File: config.mk
export PLATFORM = sky130hd
export DESIGN_NAME = i2c_cfg_sequencer
export DESIGN_NICKNAME = d
export VERILOG_FILES = /design/src/rtl/i2c_cfg_sequencer_pkg.sv /design/src/rtl/i2c_cfg_sequencer_rom.sv /design/src/rtl/i2c_cfg_sequencer.sv
export SDC_FILE = /design/constraint.sdc
export NUM_CORES = 1
export LEC_CHECK = 0
export CAP_MARGIN = 40
export CORE_MARGIN = 2
export CORE_UTILIZATION = 54
export CTS_BUF_LIST = sky130_fd_sc_hd__clkbuf_2 sky130_fd_sc_hd__clkbuf_4 sky130_fd_sc_hd__clkbuf_8
export CTS_CLUSTER_DIAMETER = 100
export DETAILED_ROUTE_END_ITERATION = 10
export PLACE_DENSITY = 0.94
export SLEW_MARGIN = 15
export SYNTH_ARGS = -nofsm -noshare
export SYNTH_HDL_FRONTEND = slang
export SYNTH_SLANG_ARGS = --single-unit
File: constraint.sdc
create_clock -name clk -period 3.35 [get_ports clk]
set_input_delay 0.8375 -clock clk [delete_from_list [all_inputs] [get_ports clk]]
set_output_delay 0.8375 -clock clk [all_outputs]
set_load 0.01 [all_outputs]
File: src/rtl/i2c_cfg_sequencer_pkg.sv
// Shared constants for the codec configuration sequencer: FSM state codes,
// the I2C write direction bit and a small parameter helper.
package i2c_cfg_sequencer_pkg;

    localparam int unsigned SEQ_STATE_W = 3;

    localparam logic [SEQ_STATE_W-1:0] SEQ_IDLE      = 3'd0;
    localparam logic [SEQ_STATE_W-1:0] SEQ_LOAD      = 3'd1;
    localparam logic [SEQ_STATE_W-1:0] SEQ_ISSUE     = 3'd2;
    localparam logic [SEQ_STATE_W-1:0] SEQ_WAIT_DONE = 3'd3;
    localparam logic [SEQ_STATE_W-1:0] SEQ_GAP       = 3'd4;
    localparam logic [SEQ_STATE_W-1:0] SEQ_FINISH    = 3'd5;
    localparam logic [SEQ_STATE_W-1:0] SEQ_FAIL      = 3'd6;

    localparam logic TX_WR_BIT = 1'b0;

    function automatic int unsigned max_u(input int unsigned a, input int unsigned b);
        return (a > b) ? a : b;
    endfunction

endpackage

File: src/rtl/i2c_cfg_sequencer_rom.sv
// Codec register table: each word is {data1,data2} for one 3-byte write.
// Indices at or beyond NUM_REGS read as zero.
module i2c_cfg_sequencer_rom #(
    parameter int unsigned NUM_REGS = 10
) (
    input  logic [3:0]  idx_i,
    output logic [15:0] word_o
);

    always_comb begin
        word_o = 16'h0000;
        if (32'(idx_i) < NUM_REGS) begin
            case (idx_i)
                4'd0:    word_o = 16'h1E00;
                4'd1:    word_o = 16'h0C00;
                4'd2:    word_o = 16'h0E42;
                4'd3:    word_o = 16'h1000;
                4'd4:    word_o = 16'h0812;
                4'd5:    word_o = 16'h0A00;
                4'd6:    word_o = 16'h0017;
                4'd7:    word_o = 16'h0217;
                4'd8:    word_o = 16'h0479;
                4'd9:    word_o = 16'h1201;
                default: word_o = 16'h0000;
            endcase
        end
    end

endmodule

File: src/rtl/i2c_cfg_sequencer.sv
// Walks the codec register table through the I2C transmit engine, one write per
// entry, retrying NACKed or timed-out entries and reporting done or error.
module i2c_cfg_sequencer
    import i2c_cfg_sequencer_pkg::*;
#(
    parameter int unsigned NUM_REGS       = 10,
    parameter logic [6:0]  DEV_ADDR       = 7'h1A,
    parameter int unsigned MAX_RETRY      = 3,
    parameter int unsigned GAP_CYCLES     = 1000,
    parameter int unsigned TIMEOUT_CYCLES = 4096
) (
    input  logic        clk,
    input  logic        reset,
    input  logic        start,
    output logic        tx_go,
    output logic [7:0]  tx_addr,
    output logic [15:0] tx_data,
    input  logic        tx_busy,
    input  logic        tx_done,
    input  logic        tx_nack,
    output logic        busy,
    output logic        done,
    output logic        error,
    output logic [3:0]  reg_idx,
    output logic [1:0]  retry_cnt
);

    localparam int unsigned CNT_W = $clog2(max_u(GAP_CYCLES, TIMEOUT_CYCLES) + 1);

    localparam logic [CNT_W-1:0] GAP_LAST    = CNT_W'(GAP_CYCLES - 1);
    localparam logic [CNT_W-1:0] TMO_LAST    = CNT_W'(TIMEOUT_CYCLES - 1);
    localparam logic [3:0]       LAST_IDX    = 4'(NUM_REGS - 1);
    localparam logic [1:0]       RETRY_LIMIT = 2'(MAX_RETRY);

    logic [SEQ_STATE_W-1:0] state_q, state_d;
    logic                   start_q;
    logic [15:0]            tx_data_q, tx_data_d;
    logic [3:0]             reg_idx_q, reg_idx_d;
    logic [1:0]             retry_cnt_q, retry_cnt_d;
    logic                   done_q, done_d;
    logic                   error_q, error_d;
    logic                   retry_pend_q, retry_pend_d;
    logic [CNT_W-1:0]       cnt_q, cnt_d;

    logic        start_edge;
    logic [15:0] rom_word;

    i2c_cfg_sequencer_rom #(
        .NUM_REGS (NUM_REGS)
    ) u_rom (
        .idx_i  (reg_idx_q),
        .word_o (rom_word)
    );

    assign start_edge = start & ~start_q;

    // retry_pend remembers whether the gap now running follows a failed attempt,
    // so the gap exit knows whether to resend the same entry or advance.
    always_comb begin
        state_d      = state_q;
        tx_data_d    = tx_data_q;
        reg_idx_d    = reg_idx_q;
        retry_cnt_d  = retry_cnt_q;
        done_d       = done_q;
        error_d      = error_q;
        retry_pend_d = retry_pend_q;

        case (state_q)
            SEQ_IDLE: begin
                if (start_edge) begin
                    state_d      = SEQ_LOAD;
                    reg_idx_d    = 4'd0;
                    retry_cnt_d  = 2'd0;
                    done_d       = 1'b0;
                    error_d      = 1'b0;
                    retry_pend_d = 1'b0;
                end
            end
            SEQ_LOAD: begin
                tx_data_d = rom_word;
                state_d   = SEQ_ISSUE;
            end
            SEQ_ISSUE: begin
                if (!tx_busy) begin
                    state_d = SEQ_WAIT_DONE;
                end
            end
            SEQ_WAIT_DONE: begin
                // A done pulse on the timeout cycle is honoured before the timeout.
                if (tx_done && !tx_nack) begin
                    retry_pend_d = 1'b0;
                    state_d      = SEQ_GAP;
                end else if ((tx_done && tx_nack) || (cnt_q == TMO_LAST)) begin
                    if (retry_cnt_q < RETRY_LIMIT) begin
                        retry_cnt_d  = retry_cnt_q + 2'd1;
                        retry_pend_d = 1'b1;
                        state_d      = SEQ_GAP;
                    end else begin
                        state_d = SEQ_FAIL;
                    end
                end
            end
            SEQ_GAP: begin
                if (cnt_q == GAP_LAST) begin
                    if (retry_pend_q) begin
                        state_d = SEQ_LOAD;
                    end else if (reg_idx_q == LAST_IDX) begin
                        state_d = SEQ_FINISH;
                    end else begin
                        reg_idx_d   = reg_idx_q + 4'd1;
                        retry_cnt_d = 2'd0;
                        state_d     = SEQ_LOAD;
                    end
                end
            end
            SEQ_FINISH: begin
                done_d  = 1'b1;
                state_d = SEQ_IDLE;
            end
            SEQ_FAIL: begin
                error_d = 1'b1;
                state_d = SEQ_IDLE;
            end
            default: begin
                state_d = SEQ_IDLE;
            end
        endcase
    end

    // One counter serves both the response timeout and the inter-transaction gap;
    // it restarts from zero whenever the state changes.
    always_comb begin
        cnt_d = '0;
        if ((state_d == state_q) &&
            ((state_q == SEQ_WAIT_DONE) || (state_q == SEQ_GAP))) begin
            cnt_d = cnt_q + 1'b1;
        end
    end

    always_ff @(posedge clk) begin
        if (reset) begin
            state_q      <= SEQ_IDLE;
            start_q      <= 1'b0;
            tx_data_q    <= 16'h0000;
            reg_idx_q    <= 4'd0;
            retry_cnt_q  <= 2'd0;
            done_q       <= 1'b0;
            error_q      <= 1'b0;
            retry_pend_q <= 1'b0;
            cnt_q        <= '0;
        end else begin
            state_q      <= state_d;
            start_q      <= start;
            tx_data_q    <= tx_data_d;
            reg_idx_q    <= reg_idx_d;
            retry_cnt_q  <= retry_cnt_d;
            done_q       <= done_d;
            error_q      <= error_d;
            retry_pend_q <= retry_pend_d;
            cnt_q        <= cnt_d;
        end
    end

    assign tx_go     = (state_q == SEQ_ISSUE) && !tx_busy;
    assign tx_addr   = {DEV_ADDR, TX_WR_BIT};
    assign tx_data   = tx_data_q;
    assign busy      = (state_q != SEQ_IDLE);
    assign done      = done_q;
    assign error     = error_q;
    assign reg_idx   = reg_idx_q;
    assign retry_cnt = retry_cnt_q;

endmodule
Word-level counts from Yosys, hierarchy flattened. Memories as Yosys holds them, arrays and structs flattened. A register that Yosys moved wholly into a read port is not among the register bits. Index checks and enable logic that the tools add are counted.

ROM bits: 176. Input port bits: 6. Logic and storage cells: 90. Memories: 1. Flip-flop bits (word level): 42. Output and inout port bits: 34.

Bitwise operators: 3. Eq/ne operators: 19. Mux-type cells: 32. Reductions and logical operators: 21. Add/subtract/negate cells: 3. $lt $le $gt $ge: 2.

Memory list: (name not given) (words 16, width 11, read ports 1, clocked after Yosys merged registers in 1, wr ports 0, line i2c_cfg_sequencer_rom.sv:13) `case (idx_i)`.

Operator list (count): two-way mux 4 bit (6); two-way mux 3 bit (7); two-way mux 16 bit (1); two-way mux 2 bit (8); one-hot mux 3 bit (5 select lines) (1); inequality test 2 bit, second input constant (7); adder 13 x 1 -> 13 bit, second input constant (1); equality test 13 x 10 -> 1 bit, second input constant (1); equality test 13 x 12 -> 1 bit, second input constant (1); equality test 3 bit, second input constant (3); one-hot mux 4 bit (2 select lines) (1); AND reduction 8 bit (1); nonzero test 2 bit (4); equality test 3 x 2 -> 1 bit, second input constant (2); inequality test 3 bit, second input constant (2); one-hot mux 1 bit (2 select lines) (3); one-hot mux 2 bit (3 select lines) (1); nonzero test 3 bit (2); AND reduction 5 bit (1); adder 4 x 1 -> 4 bit, second input constant (1); equality test 4 bit, second input constant (1); logical AND 1 bit (4); less-than comparator 4 bit, second input constant (1); two-way mux 1 bit (4); other kinds (12) (16).

Longest topological paths before layout.
Depth after elaboration: 9. Mapped depth: 11. Depth with buffers taken out: 11.

Hierarchy. Synthesis repeated with hierarchy kept, for this count alone.

Cell total of the unflattened synthesis: 269. Area, all modules: 2234.6 µm².

Modules (own cells, without submodules): i2c_cfg_sequencer (cells each 231, seq. area each 840.8 µm², area each 1949.4 µm², instances 1); i2c_cfg_sequencer_rom (cells each 38, seq. area each 0.0 µm², area each 285.3 µm², instances 1).

Least setup slack after synthesis. Ideal clock, no wire load.

Path kind: input port to flip-flop. Start: input start. End: register (tool-made name). Path buffers: 0. Library setup time: 0.133 ns. Data required time: 3.217 ns. Slack: 0.592 ns. Stages: 9. Arrival time: 2.624 ns. Cell sequence: nor3b_1 > o211ai_1 > or2_1 > mux2i_2 > nor2_1 > inv_1 > ha_1 > a211oi_1 > a31oi_1.

RTL lines: start: declaration (line i2c_cfg_sequencer.sv:14) `input logic start,`.

Final worst setup path.
Start: input tx_busy. End: output tx_go.

Word-level cells in the longest chain between the ends: 2.

Ends and longest elaborated chain: start: declaration (line i2c_cfg_sequencer.sv:18) `input logic tx_busy,`; zero test 1 bit (line i2c_cfg_sequencer.sv:164) `assign tx_go = (state_q == SEQ_ISSUE) && !tx_busy;`; logical AND 1 bit (line i2c_cfg_sequencer.sv:164); end: declaration (line i2c_cfg_sequencer.sv:15) `output logic tx_go,`.

Every way passes these cells.

==> flow_summary.yaml <==
outcome:
  status: "finished clean"
floorplanning:
  fp.dieW_um: 68.3
  die_h_um: 68.3
  die_area_mm2: 0.00466
  rows: 23
  io_pins: 40
  initial_core_util: 0.557
  core-area_mm2: 0.00400
power_and_ir_drop:
  ir_drop_uv: 222
  p_leak_uw: 0.000927
  totalPowerFinal_uw: 1020
  power_density_mw_per_mm2: 394
sta:
  layout_setup_ws_ns: 0.366
  skew_ns: 0.00965
  max_slew.worst_pin.slew_ns: 0.677
  rsz0062_at_grt: "no"
  period_needed_ns: 2.98
  setup_viol: 0
  maxSlewViolCount: 0
  finalSetupTns_ns: 0
  maxClockFrequency_ghz: 0.335
  hold_viol: 0
  slew_headroom: 0.547
  fin_crit_sh: 0.891
clocking:
  clockBufferDepth: 2
  h-tree-depth: 2
  cts.clk_slew.worst_paths_ns: 0.08
  cts_resized: 0
  worstSkewPairLatency_ns: 0.30
  holdBufCountCts: 0
  cts_tree: "done"
  clock-root-buffer: "clkbuf_8"
  cts_buffers: 5
  clock-sinks: 46
  postCtsSetupBuffers: 0
detailed_routing:
  drt.antenna.violating_nets: 0
  drt-wirelength-per-cell_um: 13.2
  vias: 1762
  wl_um: 4370
  via_per_inst: 5.32
  drc: 0
  drt-initial-drc-count: 163
  first_pass_iters: 4
finish:
  antenna_cells: 0
  syn_to_final_growth_pct: 16.3
  fillCellCount: 307
  nets: 294
  layout-drive-gt1-share: 0.0961
global_route:
  grt.overflow.total: 0
  grt_usage: 0.205
  grt_pass1_wl_um: 7160
  grt_start_max_net_pins: 25
  grt_antenna_before_repair: 0
  grt_pass1_vias: 1665
synthesis:
  yosys_warnings: 0
  ys_async_sr_fraction: 0
  syn-cell-area_mm2: 0.00223
  ys_ff_latch: 46
  synth_area_leaders: "dfxtp_1 (41%), nor2_1 (7.6%), buf_4 (4.7%)"
  ys_seq_area_frac: 0.413
  syn_area_per_cell_um2: 8.88
  yosysTopAreaCellShare: 0.413
  synth_top_flop_cell: "dfxtp_1"
  yosysTopAreaCell: "dfxtp_1"
  syn_inst: 251
  synth-edff-count: 0
  synth.distinct_cells: 51
critical_path:
  worstPathArrival_ns: 2.15
  worstSetupPathType: "primary input to output pin"
  end_kind: "output pin"
  reg2regPathDepth: 10
  cp-start-kind: "primary input"
  critical_path.max_fanout: 2
  cp_data_required_time_ns: 2.51
worst_hold_path:
  hold_depth: 1
  hp-class: "register to register"
placement:
  gp_congestion: 0.868
  place_ws_ns: 0.145
  port_buffers: 26
  hpwl_um: 3110
job:
  max_cap_viol_count: 0
==> power breakdown <==
group | leakage (µW) | switching [µW] | total, µW | internal, µW
Sequential | 0.000372 | 10.6 | 569 | 558
Clock | 0.0000441 | 189 | 336 | 147
Combinational | 0.000511 | 67.5 | 118 | 50.0
==> cells in the mapped netlist (3+ instances only) <==
library cell	instances
clkbuf_1	4
buf_4	14
a31oi_1	3
dfxtp_1	46
nor2b_1	4
nand3_1	8
ha_1	8
inv_1	11
nand2b_1	4
or3_1	4
xnor2_1	12
nor3_1	4
xor2_1	5
buf_2	3
a21oi_1	9
nor2_1	45
a22oi_1	10
nand2_1	13
==> cell type report <==
class / count / area [µm²] / share of cell area
well taps: 50 / 62.6 / 0.0241
multi-input cells: 184 / 1170 / 0.452
repair buffers: 32 / 305 / 0.118
flip-flops and latches: 46 / 921 / 0.355
inverters: 11 / 41.3 / 0.0159
clock inverters: 3 / 21.3 / 0.00820
clock buffers: 5 / 68.8 / 0.0265
==> cells by family (layout without fill, tap and decap cells) <==
family,Yosys count,after routing,share of synthesized area
mux,4,4,0.0219
other cells,2,13,0.00337
xor+xnor,17,17,0.0668
buf+inv,32,51,0.0791
fa+ha+maj,8,8,0.0449
flops,46,46,0.413
simple gates,98,98,0.222
compound gates,44,44,0.149
==> layout by cell type, fill, tap and decap left out, types with 2 or more instances in the layout <==
| cell | synthesis | routed |
|---|---|---|
| inv_1 | 11 | 11 |
| nand3b_1 | 2 | 2 |
| o311a_1 | 2 | 2 |
| dfxtp_1 | 46 | 46 |
| o21bai_1 | 2 | 2 |
| conb_1 | 2 | 13 |
| clkbuf_8 | 0 | 5 |
| nor3_1 | 4 | 4 |
| mux2i_1 | 2 | 2 |
| buf_4 | 14 | 6 |
| nor2_2 | 2 | 2 |
| nand3_1 | 8 | 8 |
| nor2_1 | 45 | 45 |
| xnor2_1 | 12 | 12 |
| a22oi_1 | 10 | 10 |
| nor4_1 | 2 | 2 |
| a32oi_1 | 2 | 2 |
| or3_1 | 4 | 4 |
| xor2_1 | 5 | 5 |
| nand4_1 | 2 | 2 |
| nor2b_1 | 4 | 4 |
| ha_1 | 8 | 8 |
| a21bo_1 | 2 | 2 |
| nand2b_1 | 4 | 4 |
| clkdlybuf4s50_1 | 0 | 26 |
| a2111oi_0 | 2 | 2 |
| a21oi_1 | 9 | 9 |
| nand2_1 | 13 | 13 |
| a31oi_1 | 3 | 3 |
==> per-stage QoR <==
stage / cell area, µm² / utilization / hold slack (ns) / std cells
finish: 2590 / 0.648 / 0.465 / 331
detailed placement: 2500 / 0.626 / 0.458 / 323
CTS: 2590 / 0.648 / 0.471 / 331
global route: 2590 / 0.648 / 0.481 / 331
floorplan: 2270 / - / 0.418 / 262
global placement: 2500 / 0.626 / 0.429 / 323
==> final timing paths <==
check / from / end / slack, ns
min: cnt_q[0]$_SDFF_PP0_ / cnt_q[0]$_SDFF_PP0_ / 0.46
max: tx_busy / tx_go / 0.37
min reg2reg: cnt_q[0]$_SDFF_PP0_ / cnt_q[0]$_SDFF_PP0_ / 0.46
max reg2reg: cnt_q[3]$_SDFF_PP0_ / register / 0.68
==> metal layers <==
layer	global-route usage	up-vias	part of all wire
li1	-	900	-
met1	0.234	814	0.43
met2	0.369	42	0.52
met3	0.0477	6	0.045
met4	0.0750	0	0.012
met5	0	-	0
==> worst max-delay path, stage by stage <==
cell and delay, ns:
clkdlybuf4s50_1 0.40, nor4_1 0.20, buf_4 0.18, clkdlybuf4s50_1 0.53
(Power assumes the default switching activity.)
